**config.mk**
```make
export PLATFORM = sky130hd
export DESIGN_NAME = pipeline_control
export DESIGN_NICKNAME = d
export VERILOG_FILES = /design/src/rtl/pipeline_ctrl_pkg.sv /design/src/rtl/ctrl_decode.sv /design/src/rtl/pipeline_control.sv
export SDC_FILE = /design/constraint.sdc
export NUM_CORES = 1
export LEC_CHECK = 0
export ABC_AREA = 0
export CORE_UTILIZATION = 40
export DETAILED_ROUTE_END_ITERATION = 10
export PLACE_DENSITY = 0.75
export SKIP_LAST_GASP = 1
export SLEW_MARGIN = 10
export SYNTH_ARGS = -nofsm -noshare
export SYNTH_HDL_FRONTEND = slang
export SYNTH_SLANG_ARGS = --single-unit
export TNS_END_PERCENT = 5
```
**constraint.sdc**
```tcl
create_clock -name clk -period 2.3 [get_ports clk]
set_clock_uncertainty 0.15 [all_clocks]
set_input_delay 0.23 -clock clk [delete_from_list [all_inputs] [get_ports clk]]
set_output_delay 0.23 -clock clk [all_outputs]
set_load 0.05 [all_outputs]
```
**src/rtl/pipeline_ctrl_pkg.sv**
```systemverilog
// Shared encodings for the pipelined MIPS control unit.
// Latency: none (constants and types only).
// Backpressure: not applicable.
package pipeline_ctrl_pkg;

   // Opcodes
   localparam logic [5:0] OP_RTYPE = 6'h00;
   localparam logic [5:0] OP_J     = 6'h02;
   localparam logic [5:0] OP_JAL   = 6'h03;
   localparam logic [5:0] OP_BEQ   = 6'h04;
   localparam logic [5:0] OP_BNE   = 6'h05;
   localparam logic [5:0] OP_ADDI  = 6'h08;
   localparam logic [5:0] OP_ORI   = 6'h0d;
   localparam logic [5:0] OP_LUI   = 6'h0f;
   localparam logic [5:0] OP_LW    = 6'h23;
   localparam logic [5:0] OP_SW    = 6'h2b;

   // Function codes for OP_RTYPE
   localparam logic [5:0] FN_SLL = 6'h00;
   localparam logic [5:0] FN_SRL = 6'h02;
   localparam logic [5:0] FN_JR  = 6'h08;

   // ALUOp codes (native 3 bits, zero-extended by the top)
   localparam logic [2:0] ALU_NONE  = 3'd0;
   localparam logic [2:0] ALU_SUB   = 3'd3;
   localparam logic [2:0] ALU_ADD   = 3'd4;
   localparam logic [2:0] ALU_OR    = 3'd5;
   localparam logic [2:0] ALU_LUI   = 3'd6;
   localparam logic [2:0] ALU_RTYPE = 3'd7;

   // EX flag indices, counted from the bit just above the ALUOp field
   localparam int EX_BEQ    = 0;
   localparam int EX_BNE    = 1;
   localparam int EX_ALUSRC = 2;
   localparam int EX_REGDST = 3;
   localparam int EX_SHAMT  = 4;
   localparam int EX_JUMP   = 5;
   localparam int EX_REGPC  = 6;

   // MEM word indices
   localparam int MEM_WRITE = 0;
   localparam int MEM_READ  = 1;

   // WB word indices
   localparam int WB_REGWRITE = 0;
   localparam int WB_MEMTOREG = 1;
   localparam int WB_ALUMEMPC = 2;

   typedef struct packed {
      logic [6:0] ex_flags;
      logic [2:0] alu_op;
      logic [1:0] mem;
      logic [2:0] wb;
   } ctrl_word_t;

   // Bubble: no register, memory or control-flow side effects
   localparam ctrl_word_t CTRL_BUBBLE = '0;

endpackage

```
**src/rtl/ctrl_decode.sv**
```systemverilog
// ID-stage decode of OP/Function into a control word and write destination.
// Latency: purely combinational.
// Backpressure: none; the caller decides whether the result is captured.
module ctrl_decode
   import pipeline_ctrl_pkg::*;
#(
   parameter int REG_ADDR_W = 5,
   parameter int LINK_REG   = 31
) (
   input  logic [5:0]            op,
   input  logic [5:0]            funct,
   input  logic [REG_ADDR_W-1:0] rt,
   input  logic [REG_ADDR_W-1:0] rd,
   output ctrl_word_t            word,
   output logic [REG_ADDR_W-1:0] dst
);

   localparam logic [REG_ADDR_W-1:0] LINK = REG_ADDR_W'(LINK_REG);

   // Opcode/function to control word; unknown opcodes fall through as a bubble
   always_comb begin
      word = CTRL_BUBBLE;
      case (op)
         OP_RTYPE: begin
            if (funct == FN_JR) begin
               word.ex_flags[EX_REGPC] = 1'b1;
            end else begin
               word.ex_flags[EX_REGDST] = 1'b1;
               word.wb[WB_REGWRITE]     = 1'b1;
               word.alu_op              = ALU_RTYPE;
               if (funct == FN_SLL || funct == FN_SRL)
                  word.ex_flags[EX_SHAMT] = 1'b1;
            end
         end
         OP_ADDI, OP_ORI, OP_LUI: begin
            word.ex_flags[EX_ALUSRC] = 1'b1;
            word.wb[WB_REGWRITE]     = 1'b1;
            word.alu_op = (op == OP_ADDI) ? ALU_ADD :
                          (op == OP_ORI)  ? ALU_OR  : ALU_LUI;
         end
         OP_LW: begin
            word.ex_flags[EX_ALUSRC] = 1'b1;
            word.wb[WB_MEMTOREG]     = 1'b1;
            word.wb[WB_REGWRITE]     = 1'b1;
            word.mem[MEM_READ]       = 1'b1;
            word.alu_op              = ALU_ADD;
         end
         OP_SW: begin
            word.ex_flags[EX_ALUSRC] = 1'b1;
            word.mem[MEM_WRITE]      = 1'b1;
            word.alu_op              = ALU_ADD;
         end
         OP_J: begin
            word.ex_flags[EX_JUMP] = 1'b1;
         end
         OP_JAL: begin
            word.ex_flags[EX_JUMP] = 1'b1;
            word.wb[WB_ALUMEMPC]   = 1'b1;
            word.wb[WB_REGWRITE]   = 1'b1;
         end
         OP_BEQ: begin
            word.ex_flags[EX_BEQ] = 1'b1;
            word.alu_op           = ALU_SUB;
         end
         OP_BNE: begin
            word.ex_flags[EX_BNE] = 1'b1;
            word.alu_op           = ALU_SUB;
         end
         default: word = CTRL_BUBBLE;
      endcase
   end

   // Destination register; forced to 0 for non-writing instructions
   always_comb begin
      if (!word.wb[WB_REGWRITE])
         dst = '0;
      else if (op == OP_JAL)
         dst = LINK;
      else if (word.ex_flags[EX_REGDST])
         dst = rd;
      else
         dst = rt;
   end

endmodule

```
**src/rtl/pipeline_control.sv**
```systemverilog
// Pipelined control: ID decode carried through ID/EX, EX/MEM, MEM/WB with hazard handling.
// Latency: ex_ctrl 1 cycle after ID, mem_ctrl 2, wb_ctrl 3; hold/flush are combinational.
// Backpressure: mem_ready=0 freezes all stages; load-use inserts one bubble; redirect flushes ID.
module pipeline_control
   import pipeline_ctrl_pkg::*;
#(
   parameter int REG_ADDR_W = 5,
   parameter int ALUOP_W    = 3,
   parameter int LINK_REG   = 31
) (
   input  logic                   clk,
   input  logic                   reset,
   input  logic [5:0]             OP,
   input  logic [5:0]             Function,
   input  logic [REG_ADDR_W-1:0]  id_rs,
   input  logic [REG_ADDR_W-1:0]  id_rt,
   input  logic [REG_ADDR_W-1:0]  id_rd,
   input  logic                   ex_redirect,
   input  logic                   mem_ready,
   output logic [7+ALUOP_W-1:0]   ex_ctrl,
   output logic [1:0]             mem_ctrl,
   output logic [2:0]             wb_ctrl,
   output logic [REG_ADDR_W-1:0]  ex_dst,
   output logic [REG_ADDR_W-1:0]  mem_dst,
   output logic [REG_ADDR_W-1:0]  wb_dst,
   output logic                   pc_hold,
   output logic                   if_id_hold,
   output logic                   if_id_flush
);

   ctrl_word_t            dec_word;
   logic [REG_ADDR_W-1:0] dec_dst;
   logic [7+ALUOP_W-1:0]  dec_ex;

   // ID/EX
   logic [7+ALUOP_W-1:0]  idex_ex;
   logic [1:0]            idex_mem;
   logic [2:0]            idex_wb;
   logic [REG_ADDR_W-1:0] idex_dst;
   // EX/MEM
   logic [1:0]            exmem_mem;
   logic [2:0]            exmem_wb;
   logic [REG_ADDR_W-1:0] exmem_dst;
   // MEM/WB
   logic [2:0]            memwb_wb;
   logic [REG_ADDR_W-1:0] memwb_dst;

   logic load_use;
   logic idex_bubble;

   ctrl_decode #(
      .REG_ADDR_W (REG_ADDR_W),
      .LINK_REG   (LINK_REG)
   ) u_decode (
      .op    (OP),
      .funct (Function),
      .rt    (id_rt),
      .rd    (id_rd),
      .word  (dec_word),
      .dst   (dec_dst)
   );

   assign dec_ex = {dec_word.ex_flags, ALUOP_W'(dec_word.alu_op)};

   // Load in EX whose nonzero destination feeds the instruction in ID
   assign load_use = idex_mem[MEM_READ] && (idex_dst != '0) &&
                     ((idex_dst == id_rs) || (idex_dst == id_rt));

   assign idex_bubble = ex_redirect || load_use;

   // Hold/flush priority: memory wait, then redirect, then load-use; quiet in reset
   always_comb begin
      pc_hold     = 1'b0;
      if_id_hold  = 1'b0;
      if_id_flush = 1'b0;
      if (reset) begin
         if (!mem_ready) begin
            pc_hold    = 1'b1;
            if_id_hold = 1'b1;
         end else if (ex_redirect) begin
            if_id_flush = 1'b1;
         end else if (load_use) begin
            pc_hold    = 1'b1;
            if_id_hold = 1'b1;
         end
      end
   end

   // Stage registers: freeze on memory wait, otherwise advance with optional ID/EX bubble
   always_ff @(posedge clk or negedge reset) begin
      if (!reset) begin
         idex_ex   <= '0;
         idex_mem  <= '0;
         idex_wb   <= '0;
         idex_dst  <= '0;
         exmem_mem <= '0;
         exmem_wb  <= '0;
         exmem_dst <= '0;
         memwb_wb  <= '0;
         memwb_dst <= '0;
      end else if (mem_ready) begin
         memwb_wb  <= exmem_wb;
         memwb_dst <= exmem_dst;
         exmem_mem <= idex_mem;
         exmem_wb  <= idex_wb;
         exmem_dst <= idex_dst;
         if (idex_bubble) begin
            idex_ex  <= '0;
            idex_mem <= '0;
            idex_wb  <= '0;
            idex_dst <= '0;
         end else begin
            idex_ex  <= dec_ex;
            idex_mem <= dec_word.mem;
            idex_wb  <= dec_word.wb;
            idex_dst <= dec_dst;
         end
      end
   end

   assign ex_ctrl  = idex_ex;
   assign ex_dst   = idex_dst;
   assign mem_ctrl = exmem_mem;
   assign mem_dst  = exmem_dst;
   assign wb_ctrl  = memwb_wb;
   assign wb_dst   = memwb_dst;

endmodule

```
== Word-level counts from Yosys, hierarchy flattened ==
Index checks and enable logic that the tools add are counted.
Widths: inputs -> output; s select.

* Reduce and logical (&&, ||, !) cells: 14
* Equal/unequal tests: 13
* Multiplexer cells: 32

{| class="wikitable"
|+ Operator list
! kind !! count
|-
| $eq 6x4->1 const B || 4
|-
| $mux 5 || 4
|-
| $eq 6x2->1 const B || 3
|-
| $mux 1 || 18
|-
| $eq 6x3->1 const B || 2
|-
| $eq 6x6->1 const B || 2
|-
| $logic_not 6->1 || 2
|-
| $pmux 3 s4 || 1
|-
| $eq 5x5->1 || 2
|-
| $mux 10 || 1
|-
| $reduce_or 5->1 || 2
|-
| $mux 3 || 3
|-
| $mux 2 || 4
|-
| $reduce_or 2->1 || 3
|-
| $reduce_bool 5->1 || 1
|-
| $logic_or 1x1->1 || 3
|-
| $reduce_or 3->1 || 1
|-
| $logic_and 1x1->1 || 2
|-
| $pmux 1 s2 || 1
|}

* Word-level logic and storage cells: 68
* Input port bits: 31
* Output and inout port bits: 33
* Register bits: 38

== Longest topological paths before layout ==
* Depth in word-level cells: 9
* Mapped depth: 6
* Gate-level depth less buffers: 5

== By module ==
A second synthesis with hierarchy kept.

* Cell total of the unflattened synthesis: 201
* Area total of the unflattened synthesis: 2135.8 um^2

{| class="wikitable"
|+ Modules (own cells, without submodules)
! module !! area each (um^2) !! instances !! seq. area each (um^2) !! cells each
|-
| pipeline_control || 1818.0 || 1 || 950.9 || 151
|-
| ctrl_decode || 317.8 || 1 || 0.0 || 50
|}

== Least setup slack after synthesis ==
OpenSTA, ideal clock, no wires.

* Path type: register -> output
* From: reg idex_dst[3], in the netlist ex_dst[3]
* To: out pc_hold
* Slack: -0.101 ns
* Buffers on the path: 1
* Stages on the path, launching flop included: 7
* Arrival: 2.021 ns
* Data required time: 1.920 ns
* Cells stage by stage: dfrtp_1 xor2_1 nor3_1 a22oi_1 nor3_1 o21a_1 buf_4

* Word-level cells in the longest chain between the ends: 7
* Elaborated cells between the ends (all ways): 10
* Those cells by class: eq/ne: 2; mux: 4; reduce/logical: 4

{| class="wikitable"
|+ Ends and longest elaborated chain
! item !! RTL line !! RTL
|-
| start, declared || pipeline_control.sv:39 || <nowiki>logic [REG_ADDR_W-1:0] idex_dst;</nowiki>
|-
| start signal, assigned || pipeline_control.sv:116 || <nowiki>idex_dst <= dec_dst;</nowiki>
|-
| $eq 5x5->1 or $reduce_bool 5->1 (tied branches) || pipeline_control.sv:67, pipeline_control.sv:66 ||
|-
| $logic_or 1x1->1 or $logic_and 1x1->1 (tied branches) || pipeline_control.sv:67, pipeline_control.sv:66 ||
|-
| $logic_and 1x1->1 (*) || pipeline_control.sv:66 || <nowiki>assign load_use = idex_mem[MEM_READ] && (idex_dst != '0) &&</nowiki>
|-
| $mux 1 (*) (4 in series) || -- ||
|-
| end, declared || pipeline_control.sv:26 || <nowiki>output logic pc_hold,</nowiki>
|}

Mark *: on every way between the ends. The rest lies on a longest branch, timed or not.

== Worst setup path after layout ==
* From: reg idex_dst[3], in the netlist ex_dst[3]
* To: out if_id_hold

* Word-level cells in the longest chain between the ends: 7
* Elaborated cells between the ends (all ways): 10
* Those cells by class: eq/ne: 2; mux: 4; reduce/logical: 4

{| class="wikitable"
|+ Ends and longest elaborated chain
! item !! RTL line !! RTL
|-
| $eq 5x5->1 or $reduce_bool 5->1 (tied branches) || pipeline_control.sv:67, pipeline_control.sv:66 ||
|-
| $logic_or 1x1->1 or $logic_and 1x1->1 (tied branches) || pipeline_control.sv:67, pipeline_control.sv:66 ||
|-
| $logic_and 1x1->1 (*) || pipeline_control.sv:66 ||
|-
| $mux 1 (*) || pipeline_control.sv:82 || <nowiki>end else if (load_use) begin</nowiki>
|-
| $mux 1 (*) || pipeline_control.sv:80 || <nowiki>end else if (ex_redirect) begin</nowiki>
|-
| $mux 1 (*) || pipeline_control.sv:77 || <nowiki>if (!mem_ready) begin</nowiki>
|-
| $mux 1 (*) || pipeline_control.sv:76 || <nowiki>if (reset) begin</nowiki>
|-
| end, declared || pipeline_control.sv:27 || <nowiki>output logic if_id_hold,</nowiki>
|}

Marked as above.

==> impl_metrics.toml <==
[floorplan]
die_w_um = 69.7
die-area_um2 = 4850
core_um2 = 4380
initial_utilization = 0.418
num_rows = 24
die_y_um = 69.7
ios = 64

[layout]
finalInstanceArea_um2 = 2720
fillers = 373
area_growth_pct = 48.3
drive_gt1_frac = 0.229
utilization = 0.619
layout.nets = 271
antennaDiodeCount = 0

[synthesis]
synth_top_family_by_area = "compound AO/OA/AOI/OAI gates"
syn-cell-area_um2 = 1830
synth-compound-area-share = 0.161
synth_simple_gate_area_share = 0.108
synth_cells = 162
ys_types = 32
ys_warn_count = 0
synth_top_area_cell = "dfrtp_1"
synth.avg_cell_area_um2 = 11.3
synth_xor_area_frac = 0.0478
yosysTopAreaCellShare = 0.492
yosysSeqAreaShare = 0.492
synthAdderAreaFrac = 0
synthesis.nets = 193
ys_seq_elements = 36
yosys-top-cells-area = "dfrtp_1 (49%), mux2_2 (10%), o2bb2ai_1 (5.3%)"
synth_mux_area_frac = 0.135

[power_and_ir_drop]
pwr-share-clk = 0.309
power_mw = 1.32
combinationalPowerShare = 0.196
seqPwrFrac = 0.495
power_density_nw_per_um2 = 487
switchingPower_uw = 350
p_int_uw = 972
vdd_drop_max_uv = 342
p_sw_frac = 0.265
p_leak_nw = 1.18

[clocking]
tritoncts = "done"
postCtsSetupRepairBufs = 0
htree_levels = 2
path_clk_slew_ns = 0.07
cts_made_buffers = 5
cts_buffer_depth = 2
clk_latency_ns = 0.28
clock-sinks = 36
cts_root_buf = "clkbuf_8"

[placement]
hpwl_um = 3230
placed_cell_area_um2 = 2620
port_buffers = 63
finalWeightedCongestion = 0.811

[hold_path]
hold_class = "in2async"

[global_routing]
grt_max_degree = 31
grt_pass1_vias = 1560
antenna_found_initial = 0
grt_pass1_wl_um = 7250
track_usage = 0.190
grt_overflow = 0

[critical_path]
startpoint_type = "flip-flop"
worst-r2r-cell-count = 7
r2r-start = "ex_dst[4]"
crit_start = "ex_dst[3]"
r2r_end = "ex_ctrl[5]"
r2r_slack_ns = 0.43
path_class = "reg2out"
end_kind = "output pin"
arrival_ns = 1.79
crit_end = "if_id_hold"
required_ns = 1.92
cp_max_fo = 5

[detailed_routing]
routed_via_density = 5.31
antenna_left = 0
wl_per_cell_um = 14.9
wl_um = 4350
first_iter_violations = 48
drc = 0
first_pass_iters = 4
vias = 1551

[sta]
min_period_ns = 2.17
fmax_ghz = 0.460
setup_viol = 0
tightestPinTransition_ns = 0.503
hold_violations = 0
slew_headroom = 0.664
setup_tns_ns = 0
drv_slew = 0
finalCritPeriodShare = 0.945
rsz0062_at_grt = "false"
whs_ns = 0.217

[outcome]
status = "finished, final reports clean"

[run]
max_cap_viol_count = 0
## worst max-delay path, cell delays in order, from the launching register on
cell and delay [ns]:
dfrtp_1 0.43, xor2_1 0.18, nor3_1 0.19, a22oi_1 0.16
nor3_2 0.21, o21a_2 0.16, buf_4 0.19
## repair_timing
action / CTS / global route
endpoints found under the hold margin: 9 / 0
setup endpoints to repair: 0 / 2
resized for setup: 0 / 4
hold buffers: 1 / 0
## through the flow
stage | worst slack, ns | instances
finish | 0.126 | 292
global route | 0.00847 | 292
CTS | 0.0175 | 292
detailed placement | -0.0664 | 284
global placement | -0.0146 | 284
floorplan | 0.0588 | 162
## final cells by class
| class | instances | area (µm²) | share of cell area |
|---|---|---|---|
| Sequential cell | 36 | 903 | 0.333 |
| Multi-Input combinational cell | 104 | 840 | 0.309 |
| Timing Repair Buffer | 82 | 788 | 0.290 |
| Clock buffer | 6 | 72.6 | 0.0267 |
| Tap cell | 52 | 65.1 | 0.0240 |
| Inverter | 11 | 41.3 | 0.0152 |
| Clock inverter | 1 | 5.00 | 0.00184 |
## power by group through the flow
stage	registers (mW)	logic [mW]	clock network (mW)
global route	0.656	0.277	0.455
detailed placement	0.666	0.256	0
floorplan	0.703	0.0873	0
finish	0.655	0.258	0.408
global placement	0.666	0.253	0
CTS	0.654	0.259	0.423
## how the worst min path moves through the flow
stage	start	end	slack [ns]	cells past startpoint
5_1_grt	reset	idex_wb[0]	0.23	2
2_1_floorplan	reset	ex_ctrl[0]	-0.22	0
6_report	reset	idex_wb[0]	0.22	2
4_1_cts	reset	idex_wb[0]	0.22	2
3_3_place_gp	reset	idex_wb[0]	-0.04	1
3_5_place_dp	reset	idex_wb[0]	-0.04	1
## synth_stat cells, drive strengths merged
cell type  number
dfrtp          36
mux2           22
inv            11
o2bb2ai        11
xor2           10
nor2            9
o21ai           8
o32ai           7
buf             6
nand2           6
clkbuf          5
nand4b          4
nor3            4
a21oi           3
nand3           3
and3            2
nand4           2
o21bai          2
or3             2
a211o           1
a22oi           1
a311oi          1
and4            1
nand3b          1
nor4            1
o2111ai         1
o21a            1
o31ai           1
## logic make-up (layout without fill, tap and decap cells)
kind of cell | after synthesis | in the layout
xor gates and xnor gates | 10 | 10
muxes | 22 | 22
DFF | 36 | 36
and+or+nand+nor | 35 | 35
AOI/OAI and AO/OA | 37 | 37
buffers and inverters | 22 | 100
## placed cells by master, fill, tap and decap left out, types with 6 or more instances in the layout
master / synthesis / routed
buf_4: 2 / 19
clkdlybuf4s50_1: 0 / 59
dfrtp_1: 36 / 34
inv_1: 11 / 11
mux2_2: 17 / 17
nand2_1: 6 / 6
nor2_1: 9 / 9
o2bb2ai_1: 11 / 11
o32ai_1: 7 / 7
xor2_1: 10 / 10
## registers in the layout, indices dropped and copies added, names as in the netlist
register,flops
ex_ctrl,10
ex_dst,5
exmem_wb,3
idex_mem,1
idex_wb,3
mem_ctrl,1
mem_dst,5
wb_ctrl,3
wb_dst,5
## layer usage
layer | vias up | wire length (µm) | global-route usage
li1 | 744 | - | -
met1 | 744 | 2000 | 0.257
met2 | 57 | 2010 | 0.296
met3 | 6 | 275 | 0.0494
met4 | 0 | 63 | 0.0667
met5 | - | 0 | 0
No activity file was read; power rests on OpenSTA's default activity.
==> RTL edit 1, RTL diff (config.mk and constraints unchanged) <==
`REG_ADDR_W` is set to 5 in 2 places; all go to 4.
--- a/src/rtl/ctrl_decode.sv
+++ b/src/rtl/ctrl_decode.sv
@@ -4,7 +4,7 @@
 module ctrl_decode
    import pipeline_ctrl_pkg::*;
 #(
-   parameter int REG_ADDR_W = 5,
+   parameter int REG_ADDR_W = 4,
    parameter int LINK_REG   = 31
 ) (
    input  logic [5:0]            op,
--- a/src/rtl/pipeline_control.sv
+++ b/src/rtl/pipeline_control.sv
@@ -4,7 +4,7 @@
 module pipeline_control
    import pipeline_ctrl_pkg::*;
 #(
-   parameter int REG_ADDR_W = 5,
+   parameter int REG_ADDR_W = 4,
    parameter int ALUOP_W    = 3,
    parameter int LINK_REG   = 31
 ) (
Ports: changed (6 resized); port bits go from 64 to 58. The function was not compared with the original's and may differ.
==> RTL edit 1 against the unedited design <==
Final cell count down 6.8%; final area down 8.2%; wire length shrank 13%; count of clock-buffer cells in the layout rose by 1; die area down 9.1%; total power shrank 6.4%; register-to-register slack worse by 80 ps; largest cell class unchanged; core utilization up 0.38 points; synthesized cell count decreased by 6.2%; hold slack better by 42 ps; sequential cell count is 3 lower; worst setup slack got worse by 67 ps; area after synthesis shrank 9.4%.
==> RTL edit 1: results (changes against the unedited design) <==
[global_route]
grt_pass1_vias=1258  ; -19%
grt_pass1_wl_um=6040  ; -17%
grt_max_degree=34  ; +9.7%

[drt]
wl_met3_um=197  ; -28%
via_count=1378  ; -11%
drt_iter0_drc=66  ; +38%
wl_met1_um=1740  ; -13%
routedWlPerCell_um=13.9  ; -6.8%
met2_wirelength_um=1780  ; -12%

[synth]
synthesis.nets=180  ; -6.7%
netlist_top_cells_area=dfrtp_1 50%, mux2_2 10%, inv_1 4.5%
yosysSeqAreaShare=0.498  ; +0.00560
synth_common_cells=33 x dfrtp_1, 20 x inv_1, 15 x mux2_2
synthCells=152  ; -6.2%
synth.distinct_cells=36  ; +13%

[final_layout]
final_nets=249  ; -8.1%
drive_gt1_frac=0.243  ; +0.0141
largest_reg_flops=10  ; unchanged
fin_cells=272  ; -6.8%

[place]
numPortBuffers=57  ; -9.5%
pre_cts_ws_ps=2.31  ; +68.7 ps
placed_cells=262  ; -7.7%
post_dp_cell_area_mm2=0.00236  ; -9.8%
gp_congestion=0.835  ; +2.9%

[outcome]
outcome=finished, final reports clean

[power]
p_leak_nw=1.08  ; -8.6%
irDropWorstVdd_mv=0.416  ; +22%

[worst_setup_path]
worst-path-max-fanout=4  ; -1
critical_path_arrival_ps=1860  ; +70 ps
rrSetupSlack_ps=350  ; -80 ps
r2r-end=ex_ctrl[0]$_DFFE_PN0P_
rr_startpoint=ex_dst[3]$_DFFE_PN0P_

RTL edit 1: logic make-up (layout without fill, tap and decap cells):
group,after synthesis,in the layout,share of synthesized area
compound gates,31,31,0.146
xor+xnor,8,8,0.0422
buf+inv,28,98,0.0686
flops,33,33,0.498
mux,15,15,0.102
simple gates,37,37,0.144
RTL edit 1: cell type report:
| type | count | area, µm² |
|---|---|---|
| fillers | 331 | 1510 |
| flip-flops and latches | 33 | 831 |
| multi-input cells | 91 | 742 |
| repair buffers | 70 | 701 |
| clock buffers | 7 | 76.3 |
| inverters | 20 | 75.1 |
| well taps | 50 | 62.6 |
| clock inverters | 1 | 5.00 |
RTL edit 1: worst max-delay path by stage:
stage	from	end	slack [ps]	depth (start not counted)
after floorplan	ex_dst[2]$_DFFE_PN0P_	pc_hold	20	6
after global placement	Function[0]	ex_dst[3]$_DFFE_PN0P_	9	6
after detailed placement	Function[0]	ex_dst[3]$_DFFE_PN0P_	2	6
after CTS	ex_dst[1]$_DFFE_PN0P_	pc_hold	10	6
after global routing	ex_dst[2]$_DFFE_PN0P_	pc_hold	-40	6
final	ex_dst[2]$_DFFE_PN0P_	pc_hold	60	6
RTL edit 1: metrics by stage:
step / total power [W] / utilization / hold slack [ps]
floorplan: 0.000717 / - / -216
global placement: 0.000832 / 0.590 / 329
detailed placement: 0.000834 / 0.590 / 323
CTS: 0.00125 / 0.612 / 280
global route: 0.00129 / 0.623 / 314
finish: 0.00124 / 0.623 / 260
RTL edit 1: per-layer routing:
layer,vias to the layer above,GRT usage
li1,684,-
met1,636,0.251
met2,49,0.274
met3,9,0.0603
met4,0,0.0559
met5,-,0
RTL edit 1: critical path: stages (launching register included):
cell      delay (ps)
dfrtp_2          440
xor2_1           180
nor4_2           330
o211ai_2         130
o21ai_1          180
and2_4           190
buf_8            140
RTL edit 1: where the power goes:
group	switching (W)	internal, W	total [W]
Clock	0.000194	0.000212	0.000406
Combinational	0.000122	0.000109	0.000232
Sequential	0.00000767	0.000592	0.000599
RTL edit 1: repair_timing:
action | CTS | global route
resized for setup | 2 | 8
buffers inserted | 0 | 2
pin swaps | 0 | 6
gates cloned | 0 | 0
endpoints found under the setup margin | 2 | 2
==> RTL edit 2, RTL diff (same flow settings) <==
Without the edit above. Make the reset (`reset`) synchronous in one clocked block.
--- a/src/rtl/pipeline_control.sv
+++ b/src/rtl/pipeline_control.sv
@@ -87,7 +87,7 @@
    end
 
    // Stage registers: freeze on memory wait, otherwise advance with optional ID/EX bubble
-   always_ff @(posedge clk or negedge reset) begin
+   always_ff @(posedge clk) begin
       if (!reset) begin
          idex_ex   <= '0;
          idex_mem  <= '0;
Behaviour: differs if reset is asserted again (counterexample within 4 cycles, from zero or initial values and one cycle with reset low); with reset held inactive, the same outputs for 10 cycles.
==> RTL edit 2 against the unedited design <==
Sequential share of layout area down 5.5 points; final area shrank 3.6%; total power up 2.6%; clock power rose by 34%; sequential cell count is the same; register-to-register slack better by 20 ps; largest power group unchanged; synthesized cell count grew 14%; wire length down 6.4%; final cell count increased by 3.8%; global-route usage fell by 0.12 points; area after synthesis decreased by 5.4%; worst setup slack better by 26 ps.
==> RTL edit 2: results (changes against the unedited design) <==
[place]
gp_congestion=0.783  ; -3.5%
dpl.hpwl_um=2880  ; -11%
post_dp_cell_area_mm2=0.00250  ; -4.3%

[worst_setup_path]
path_delay_family=buffers and inverters
worst-path-max-fanout=2  ; -3
cpPeakStageDelay_ps=500  ; +70 ps
crit_slowest_cell=clkdlybuf4s50_1
critical_path_arrival_ps=1770  ; -20 ps
worstRegToRegCells=4  ; -3

[global_route]
grt_usage=0.189  ; -0.00125
grtUsageMet1=0.251  ; -0.00555
grt_pass1_vias=1386  ; -11%
grtUsageMet2=0.292  ; -0.00350
grt_pass1_wl_um=6470  ; -11%
met3_usage=0.0507  ; +0.00126

[synth]
synth.distinct_cells=38  ; +19%
synth_ff_type=dfxtp_1
async_reset_ff_frac=0  ; -1.00
netlist_top_cells_area=dfxtp_1 42%, mux2i_1 9.8%, nor2b_1 6.9%
synth_fa_ha_area_frac=0  ; unchanged
synthMuxAreaShare=0.0983  ; -0.0371
yosysSeqAreaShare=0.416  ; -0.0760
synthXorXnorAreaFrac=0.0506  ; +0.00273
synth_compound_area_frac=0.162  ; +0.000537
synth_common_cells=36 x dfxtp_1, 19 x nor2b_1, 17 x mux2i_1

[worst_hold_path]
hold_path_class=register to register
hold_depth=1

[power]
power_density_mw_per_mm2=518  ; +6.5%
p_leak_nw=0.998  ; -15%
seqPwrFrac=0.463  ; -0.032
power.internal_w=0.00105  ; +7.6%
seq-power_w=0.000628  ; -4.1%
irDropWorstVdd_mv=0.339  ; -0.90%
combPwrFrac=0.133  ; -0.063

[outcome]
outcome=finished, final reports clean

[final_layout]
fill_cells=353  ; -5.4%
final_nets=283  ; +4.4%
fin_cells=303  ; +3.8%
drive_gt1_frac=0.154  ; -0.0750

[drt]
wl_met1_um=1970  ; -1.5%
drt_iter0_drc=74  ; +54%
drt-total-wl_um=4080  ; -6.4%
routed_via_density=5.25  ; -1.1%
met2_wirelength_um=1790  ; -11%

[sta]
worst_pin_slew_ps=500  ; -2.50 ps

-- RTL edit 2: worst paths after layout --
path | from | to | slack, ps
worst max-delay path | id_rt[0] | if_id_hold | 150
worst min-delay path | ex_ctrl[2]$_SDFFE_PN0P_ | ex_ctrl[2]$_SDFFE_PN0P_ | 320
worst max register to register | ex_dst[1]$_SDFFE_PN0P_ | ex_dst[2]$_SDFFE_PN0P_ | 450
worst min register to register | ex_ctrl[2]$_SDFFE_PN0P_ | ex_ctrl[2]$_SDFFE_PN0P_ | 320
-- RTL edit 2: final cells by class --
type | count | share of cell area
Tap cell | 50 | 0.0239
Clock inverter | 2 | 0.0134
Multi-Input combinational cell | 130 | 0.363
Timing Repair Buffer | 76 | 0.290
Clock buffer | 6 | 0.0277
Inverter | 3 | 0.00430
Sequential cell | 36 | 0.278
